==> config.mk <==
export PLATFORM = sky130hd
export DESIGN_NAME = ifid_hazard_ctrl
export DESIGN_NICKNAME = d
export VERILOG_FILES = /design/src/rtl/ifid_hazard_ctrl.sv
export SDC_FILE = /design/constraint.sdc
export NUM_CORES = 1
export LEC_CHECK = 0
export ABC_AREA = 1
export CORE_UTILIZATION = 40
export CTS_BUF_LIST = sky130_fd_sc_hd__clkbuf_8 sky130_fd_sc_hd__clkbuf_16
export CTS_CLUSTER_SIZE = 28
export DETAILED_ROUTE_END_ITERATION = 8
export GPL_TIMING_DRIVEN = 0
export PLACE_DENSITY = 0.8
export SLEW_MARGIN = 5
export SYNTH_ARGS = -nofsm -noshare
export SYNTH_HDL_FRONTEND = slang
export SYNTH_SLANG_ARGS = --single-unit
==> constraint.sdc <==
create_clock -name i_clk -period 2 [get_ports i_clk]
set_input_delay 0.2 -clock i_clk [delete_from_list [all_inputs] [get_ports i_clk]]
set_output_delay 0.2 -clock i_clk [all_outputs]
set_load 0.05 [all_outputs]
==> src/rtl/ifid_hazard_ctrl.sv <==
// IF/ID pipeline register with load-use / external stall and redirect flush control.
// Optional PERF_CNT_EN macro adds saturating stall and redirect counters.
module ifid_hazard_ctrl #(
  parameter int          FLUSH_CYCLES = 1,
  parameter logic [31:0] NOP_INSTR    = 32'h0000_0000
) (
  input  logic        i_clk,
  input  logic        i_rst_n,
  input  logic [31:0] i_fetch_pc,
  input  logic [31:0] i_fetch_instr,
  input  logic        i_pcsrc,
  input  logic        i_idex_memread,
  input  logic [4:0]  i_idex_rt,
  input  logic        i_ext_stall,
  output logic        o_pcWrite,
  output logic [31:0] o_ifid_pc,
  output logic [31:0] o_ifid_instr,
  output logic        o_ifid_valid,
  output logic        o_idex_bubble,
  output logic [15:0] o_stall_cnt,
  output logic [15:0] o_flush_cnt
);

  typedef enum logic {RUN, FLUSH} state_t;

  localparam logic [2:0] FLUSH_RELOAD = (FLUSH_CYCLES > 1) ? 3'(FLUSH_CYCLES - 2) : 3'd0;

  state_t     state, state_next;
  logic [2:0] cnt, cnt_next;
  logic       load_use;
  logic       load_en;
  logic       flush_en;

  assign load_use = o_ifid_valid & i_idex_memread & (i_idex_rt != 5'd0) &
                    ((i_idex_rt == o_ifid_instr[25:21]) | (i_idex_rt == o_ifid_instr[20:16]));

  // A redirect always wins: the target PC must load even while a stall is requested.
  always_comb begin
    state_next    = state;
    cnt_next      = cnt;
    o_pcWrite     = 1'b1;
    o_idex_bubble = 1'b0;
    load_en       = 1'b0;
    flush_en      = 1'b0;
    case (state)
      RUN: begin
        if (i_pcsrc) begin
          flush_en      = 1'b1;
          o_idex_bubble = 1'b1;
          if (FLUSH_CYCLES > 1) begin
            state_next = FLUSH;
            cnt_next   = FLUSH_RELOAD;
          end
        end else if (load_use | i_ext_stall) begin
          o_pcWrite     = 1'b0;
          o_idex_bubble = load_use;
        end else begin
          load_en = 1'b1;
        end
      end
      FLUSH: begin
        flush_en = 1'b1;
        if (i_pcsrc) begin
          o_idex_bubble = 1'b1;
          cnt_next      = FLUSH_RELOAD;
        end else if (cnt == 3'd0) begin
          state_next = RUN;
        end else begin
          cnt_next = cnt - 3'd1;
        end
      end
      default: state_next = RUN;
    endcase
  end

  always_ff @(posedge i_clk or negedge i_rst_n) begin
    if (!i_rst_n) begin
      state <= RUN;
      cnt   <= 3'd0;
    end else begin
      state <= state_next;
      cnt   <= cnt_next;
    end
  end

  // The pc field is left untouched on a flush; decode ignores it while valid is low.
  always_ff @(posedge i_clk or negedge i_rst_n) begin
    if (!i_rst_n) begin
      o_ifid_pc    <= 32'd0;
      o_ifid_instr <= NOP_INSTR;
      o_ifid_valid <= 1'b0;
    end else if (flush_en) begin
      o_ifid_instr <= NOP_INSTR;
      o_ifid_valid <= 1'b0;
    end else if (load_en) begin
      o_ifid_pc    <= i_fetch_pc;
      o_ifid_instr <= i_fetch_instr;
      o_ifid_valid <= 1'b1;
    end
  end

`ifdef PERF_CNT_EN
  logic stall_inc;

  assign stall_inc = (state == RUN) & (load_use | i_ext_stall) & ~i_pcsrc;

  always_ff @(posedge i_clk or negedge i_rst_n) begin
    if (!i_rst_n) begin
      o_stall_cnt <= 16'd0;
      o_flush_cnt <= 16'd0;
    end else begin
      if (stall_inc && (o_stall_cnt != 16'hFFFF)) o_stall_cnt <= o_stall_cnt + 16'd1;
      if (i_pcsrc && (o_flush_cnt != 16'hFFFF))   o_flush_cnt <= o_flush_cnt + 16'd1;
    end
  end
`else
  assign o_stall_cnt = 16'd0;
  assign o_flush_cnt = 16'd0;
`endif

endmodule

==> results of run 1 <==
## logic make-up (layout without fill, tap and decap cells)
group	count (synthesis)	in the layout	share of synthesized area
AO/OA/AOI/OAI	6	6	0.01100
flip-flops	69	69	0.5061
buffers and inverters	80	237	0.1452
AND/OR/NAND/NOR	233	233	0.3242
adder cells (fa/ha/maj)	2	2	0.007333
other	1	32	0.001099
XOR/XNOR	2	2	0.005135
## power by group through the flow
| stage | Clock, mW | Sequential (mW) | Combinational (mW) |
|---|---|---|---|
| 5_1_grt | 1.22 | 1.61 | 1.43 |
| 4_1_cts | 1.17 | 1.60 | 1.35 |
| 3_5_place_dp | 0 | 1.62 | 1.35 |
| 3_3_place_gp | 0 | 1.62 | 1.33 |
| 2_1_floorplan | 0 | 2.05 | 0.405 |
| 6_report | 1.14 | 1.60 | 1.35 |
## timing repair
| item | CTS | global route |
|---|---|---|
| pin swaps | 0 | 0 |
| gates resized for setup | 17 | 3 |
| buffers inserted | 2 | 0 |
| setup endpoints to repair | 2 | 2 |
## per-layer routing
metal | GRT usage | vias to the layer above
met2 | 0.3792 | 129
met3 | 0.05395 | 18
li1 | - | 1625
met4 | 0.08205 | 0
met1 | 0.2681 | 1622
met5 | 0 | -
## placed cells by master (no fill, tap or decap), types with 3 or more instances in the layout
| master | instances |
|---|---|
| clkinvlp_4 | 3 |
| nand4_1 | 64 |
| conb_1 | 32 |
| clkdlybuf4s50_1 | 135 |
| buf_4 | 42 |
| clkbuf_8 | 10 |
| inv_1 | 16 |
| dfrtp_1 | 69 |
| nand3_1 | 37 |
| nand2_1 | 120 |
| nor2_1 | 4 |
| buf_2 | 3 |
| buf_1 | 5 |
| buf_6 | 6 |
| clkbuf_1 | 9 |
## synth_stat cells
master,count
a21boi_1,1
buf_1,5
buf_2,3
buf_4,39
buf_6,6
clkbuf_1,9
clkinv_1,1
conb_1,1
dfrtp_1,69
ha_1,2
inv_1,16
inv_2,1
nand2_1,121
nand2_4,2
nand3_1,37
nand3_2,1
nand4_1,64
nor2_1,6
nor2_2,1
nor3_1,1
o21a_1,1
o21ai_0,1
o21ai_1,1
o22ai_1,2
xnor2_1,2
## flip-flops by register name (all words and copies together), names as in the netlist
register	flops
o_ifid_valid	1
o_ifid_instr	32
cnt	3
state	1
o_ifid_pc	32
## worst max-delay path, delay by kind of cell, from the launching register on
kind	cells	cell delay [ns]
AO/OA/AOI/OAI	1	0.13
AND/OR/NAND/NOR	6	0.51
flip-flops	1	0.41
buffers and inverters	3	0.40
## per-stage QoR
stage,instance area [um^2],TNS (ns),total power [mW],hold WS (ns)
after global routing,5283,-0.2089,4.256,0.04388
final,5283,0,4.090,-0.03743
after floorplan,3532,0,2.454,-0.09559
after CTS,5274,0,4.116,0.004854
after detailed placement,5062,-1.218,2.966,0.3735
after global placement,5065,-108.55,2.947,0.4529
## area by class of cell
type / instances / area, um^2 / share of cell area
plain buffers: 61 / 424.2 / 0.08029
clock buffers: 10 / 137.6 / 0.02605
clock inverters: 6 / 62.56 / 0.01184
inverters: 18 / 67.56 / 0.01279
multi-input cells: 275 / 1323 / 0.2504
flip-flops and latches: 69 / 1727 / 0.3269
well taps: 105 / 131.4 / 0.02487
repair buffers: 142 / 1410 / 0.2669
## worst min path at each step
stage,slack [ns],cells past startpoint,startpoint,end
2_1_floorplan,-0.1,0,i_rst_n,cnt[0]$_DFFE_PN0P_
3_3_place_gp,0.45,2,o_ifid_pc[3]$_DFFE_PN0P_,o_ifid_pc[3]$_DFFE_PN0P_
3_5_place_dp,0.37,1,i_rst_n,o_ifid_pc[15]$_DFFE_PN0P_
4_1_cts,0.005,1,i_rst_n,o_ifid_pc[15]$_DFFE_PN0P_
5_1_grt,0.04,1,i_rst_n,o_ifid_pc[15]$_DFFE_PN0P_
6_report,-0.04,1,i_rst_n,o_ifid_pc[15]$_DFFE_PN0P_
==> impl_metrics.json, run 1 <==
{
  "status": "finished with violations",
  "failed_checks": "negative hold slack",
  "hold_viol_final": 21,
  "switching_power_mw": 1.496,
  "clockPowerShare": 0.279,
  "cp-start-kind": "flip-flop",
  "ys_seq_area_frac": 0.5061,
  "seqPwrFrac": 0.391,
  "drive_gt1_frac": 0.1325,
  "synth_top_area_cell": "dfrtp_1",
  "top_layer": "met4",
  "grt_remaining_overflow": 0,
  "drt-wirelength-per-cell_um": 14.34,
  "area_delta_synth_final_pct": 54.82,
  "r2r-start": "o_ifid_instr[22]$_DFFE_PN0P_",
  "cts-htree-levels": 3,
  "cts-root-buf": "clkbuf_8",
  "hold_class": "in2async",
  "maxCapViolations": 0,
  "antenna_found_initial": 0,
  "m1WireLength_mm": 4.028,
  "grt_max_degree": 70,
  "finalMaxSlewViolations": 0,
  "grt_pass1_vias": 3238,
  "relSlewSlack": 0.4094,
  "max_freq_mhz": 503.4,
  "finalNetCount": 652,
  "vias_per_cell": 4.948,
  "gp_congestion": 0.7973,
  "rsz0062_at_grt": "yes",
  "fp.dieW_um": 94.36,
  "path_max_fanout": 10,
  "cellPowerDensity_mw_per_mm2": 774.3,
  "crit_path_cell_trace": "inv_1, nand2_1, nand2_1, nor2_2, nand3_1, nand2_2, nand2_4, buf_8, o21ai_2, buf_6",
  "path_common_cell": "nand2_1",
  "clk_pin_slew_ns": 0.08,
  "finalCritPeriodShare": 0.9932,
  "syn_area_mm2": 0.003412,
  "first_iter_violations": 121,
  "synthCells": 393,
  "place_ws_ns": -0.6318,
  "crit_path_end": "o_idex_bubble",
  "dieArea_mm2": 0.008904,
  "worst_pin_slew_ns": 0.8859,
  "worstPathArrival_ns": 1.79,
  "comb_power_share": 0.330,
  "fillerInstances": 699,
  "instances_no_fill": 686,
  "core-area_mm2": 0.008217,
  "cts.sinks": 69,
  "cts_tree": "yes",
  "postRouteAntennaNets": 0,
  "ys_ff_latch": 69,
  "dp.final_hpwl_mm": 7.172,
  "initial_utilization": 0.4153,
  "placed_cells": 669,
  "synth.avg_cell_area_um2": 8.682,
  "r2r_slack_ns": 0.40,
  "yosysTopAreaCellShare": 0.5061,
  "rr_worst_depth": 11,
  "met2_wirelength_mm": 4.888,
  "first_pass_iters": 4,
  "power.internal_mw": 2.594,
  "antennaDiodeCount": 0,
  "setup_slack_ns": 0.01365,
  "end_kind": "output pin",
  "ys_types": 25,
  "drc": 0,
  "routed-wl-met3_um": 693,
  "setup_viol": 0,
  "final_util": 0.6429,
  "fin_crit_ns": 1.986,
  "clock_tree.buffer_depth": 2,
  "clock_latency_ns": 0.33,
  "yosys-top-cells-area": "dfrtp_1 (51%), nand2_1 (13%), nand4_1 (12%), buf_4 (8.6%), nand3_1 (5.4%)",
  "critPathMaxStageDelay_ns": 0.41,
  "cp-startpoint": "o_ifid_instr[22]$_DFFE_PN0P_",
  "hold_buffers": 0,
  "whs_ns": -0.03743,
  "placementRows": 33,
  "io_pins": 173,
  "vias": 3394,
  "finalClockSkew_ns": 0.01090,
  "crit_type": "reg2out",
  "cts_buffers": 9,
  "slowest_stage": "dfrtp_1",
  "ir_worst_vdd_mv": 0.4400,
  "required_ns": 1.80,
  "switching_share": 0.3657,
  "drt-total-wl_mm": 9.840,
  "grt_usage": 0.2210,
  "die_h_um": 94.36,
  "timing.rr.end": "o_ifid_instr[8]$_DFFE_PN0P_",
  "io_buffers": 140,
  "grt_pass1_wl_mm": 15.24,
  "p_leak_nw": 2.647,
  "yosysWarnings": 0
}
No activity file was read; power rests on OpenSTA's default activity.
==> run 2, diff against run 1 <==
--- a/config.mk
+++ b/config.mk
@@ -12,6 +12,7 @@
 export DETAILED_ROUTE_END_ITERATION = 8
 export GPL_TIMING_DRIVEN = 0
 export PLACE_DENSITY = 0.8
+export REMOVE_ABC_BUFFERS = 1
 export SLEW_MARGIN = 5
 export SYNTH_ARGS = -nofsm -noshare
 export SYNTH_HDL_FRONTEND = slang
==> run 2 against run 1 <==
The flow now finishes without violations. Wire length down 3.7%. Critical path depth increased by 1. Sequential share of layout area increased by 1.6 points. Largest power group unchanged.
==> impl_metrics.json, run 2 (synthesis gave the netlist of run 1 again) <==
{
  "status": "finished clean",
  "ir_worst_vdd_mv": 0.4976,
  "timing.rr.end": "o_ifid_pc[8]$_DFFE_PN0P_",
  "place_ws_ns": -1.244,
  "crit_path_cell_trace": "clkdlybuf4s50_1, inv_1, nand2_1, nand2_1, nor2_1, nand3_2, nand2_4, nand2_8, nand2_8, nand2_1, buf_4",
  "r2r_slack_ns": 0.20,
  "grt_pass1_vias": 2933,
  "max_freq_mhz": 524.7,
  "fp.dieW_um": 94.36,
  "hold_viol_final": 0,
  "die_h_um": 94.36,
  "p_leak_nw": 2.468,
  "initial_utilization": 0.4153,
  "dp.final_hpwl_mm": 5.684,
  "crit_path_end": "o_pcWrite",
  "relSlewSlack": 0.5984,
  "critPathBufInv": 3,
  "clock_tree.buffer_depth": 2,
  "maxCapViolations": 0,
  "dieArea_mm2": 0.008904,
  "cts.sinks": 69,
  "drt-total-wl_mm": 9.472,
  "path_max_fanout": 6,
  "gp_congestion": 0.7082,
  "first_pass_iters": 4,
  "critPathMaxStageDelay_ns": 0.54,
  "postRouteAntennaNets": 0,
  "first_iter_violations": 78,
  "required_ns": 1.80,
  "worstPathArrival_ns": 1.71,
  "drt-wirelength-per-cell_um": 14.89,
  "met2_wirelength_mm": 4.680,
  "m1WireLength_mm": 4.056,
  "crit_type": "in2out",
  "fin_crit_ns": 1.906,
  "grt_pass1_wl_mm": 14.83,
  "placementRows": 33,
  "cp_top_family": "buffers and inverters",
  "finalCritPeriodShare": 0.9530,
  "clock_latency_ns": 0.34,
  "cp-start-kind": "input port",
  "grt_remaining_overflow": 0,
  "slowest_stage": "clkdlybuf4s50_1",
  "grt_max_degree": 69,
  "setup_viol": 0,
  "antenna_found_initial": 0,
  "reg_top3": "o_ifid_instr: 32 flops, o_ifid_pc: 32 flops, cnt: 3 flops",
  "cts-htree-levels": 3,
  "finalNetCount": 602,
  "cts_tree": "yes",
  "finalClockSkew_ns": 0.01212,
  "end_kind": "output pin",
  "finalSetupTns_ns": 0,
  "worst_pin_slew_ns": 0.6016,
  "whs_ns": 0.1959,
  "hold_class": "in2async",
  "io_pins": 173,
  "area_delta_synth_final_pct": 47.71,
  "cts-root-buf": "clkbuf_8",
  "routed-wl-met3_um": 585,
  "clk_pin_slew_ns": 0.08,
  "drive_gt1_frac": 0.07345,
  "crit_cells": 11,
  "drc": 0,
  "top_layer": "met4",
  "setup_slack_ns": 0.09409,
  "cp-startpoint": "i_idex_rt[0]",
  "mostFrequentLayoutCell": "clkdlybuf4s50_1",
  "antennaDiodeCount": 0,
  "cts_buffers": 9,
  "most-common-layout-cells": "clkdlybuf4s50_1 (137), nand2_1 (120), dfrtp_1 (69), nand4_1 (64), nand3_1 (36)",
  "path_common_cell": "nand2_1",
  "r2r-start": "o_ifid_instr[16]$_DFFE_PN0P_",
  "io_buffers": 140,
  "core-area_mm2": 0.008217,
  "rr_worst_depth": 11,
  "cellPowerDensity_mw_per_mm2": 793.6,
  "vias": 3185,
  "grt_usage": 0.2196,
  "vias_per_cell": 5.008,
  "finalMaxSlewViolations": 0
}
[run 2: cell count changes in the layout (fill, tap and decap cells not counted), moves of 2 or more]
cell             delta
buf_2               -3
nand2_8             +2
clkinvlp_4          -2
nand2_4             +2
buf_12              +3
clkdlybuf4s50_1     +2
buf_1               -5
clkbuf_1            -9
dlygate4sd2_1       -2
buf_6               -5
buf_4              -35
[run 2: worst min-delay path by stage]
| stage | slack, ns | from | cells past startpoint | to |
|---|---|---|---|---|
| final | 0.20 | i_rst_n | 2 | o_ifid_instr[3]$_DFFE_PN0P_ |
| after global routing | 0.20 | i_rst_n | 2 | o_ifid_instr[3]$_DFFE_PN0P_ |
| after CTS | 0.16 | i_rst_n | 2 | o_ifid_instr[3]$_DFFE_PN0P_ |
| after detailed placement | 0.0003 | i_rst_n | 1 | o_ifid_instr[3]$_DFFE_PN0P_ |
| after global placement | 0.45 | o_ifid_pc[19]$_DFFE_PN0P_ | 2 | o_ifid_pc[19]$_DFFE_PN0P_ |
| after floorplan | -0.1 | i_rst_n | 0 | cnt[0]$_DFFE_PN0P_ |
[run 2: layer usage]
layer | track usage | up-vias
li1 | - | 1527
met1 | 0.2744 | 1512
met2 | 0.3738 | 134
met3 | 0.04106 | 12
met4 | 0.08846 | 0
met5 | 0 | -
[run 2: report_power, final]
part	switching [mW]	total [mW]	leakage, nW	internal (mW)
combinational	0.874	1.31	1.49	0.435
sequential	0.0750	1.59	0.874	1.52
clock	0.501	1.10	0.105	0.597
[run 2: what timing repair did]
item                                    in CTS  in global routing
setup buffers                                2                  3
resized for setup                           18                  3
endpoints found under the hold margin       69                  0
endpoints found under the setup margin      66                  2
pin swaps                                    3                  3
hold buffers                                 1                  0
gates cloned                                 3                  0
[run 2: metrics by stage]
stage                     utilization  cell area (um^2)  power [mW]  cells
after floorplan                     -              3100       2.381    362
after CTS                      0.6093              5006       4.043    633
after global placement         0.5639              4633       2.866    607
final                          0.6134              5040       4.000    636
after detailed placement       0.5748              4723       2.903    611
after global routing           0.6134              5040       4.178    636
[run 2: area by class of cell]
type                    count  area (um^2)
fillers                   721         3177
flip-flops and latches     69         1727
repair buffers            150         1533
multi-input cells         278         1389
clock buffers              10        137.6
well taps                 105        131.4
inverters                  18        67.56
clock inverters             6        55.05
[run 2: worst register-to-register path, stage by stage, from the launching register on]
cell and delay, ns:
dfrtp_1 0.40, nand2_1 0.08, clkinv_1 0.05, nor2_1 0.08
nor2_1 0.06, nand3_1 0.12, nand2_4 0.09, nand2_8 0.11
buf_4 0.18, nand3_4 0.30, nand2_1 0.15, nand2_1 0.07
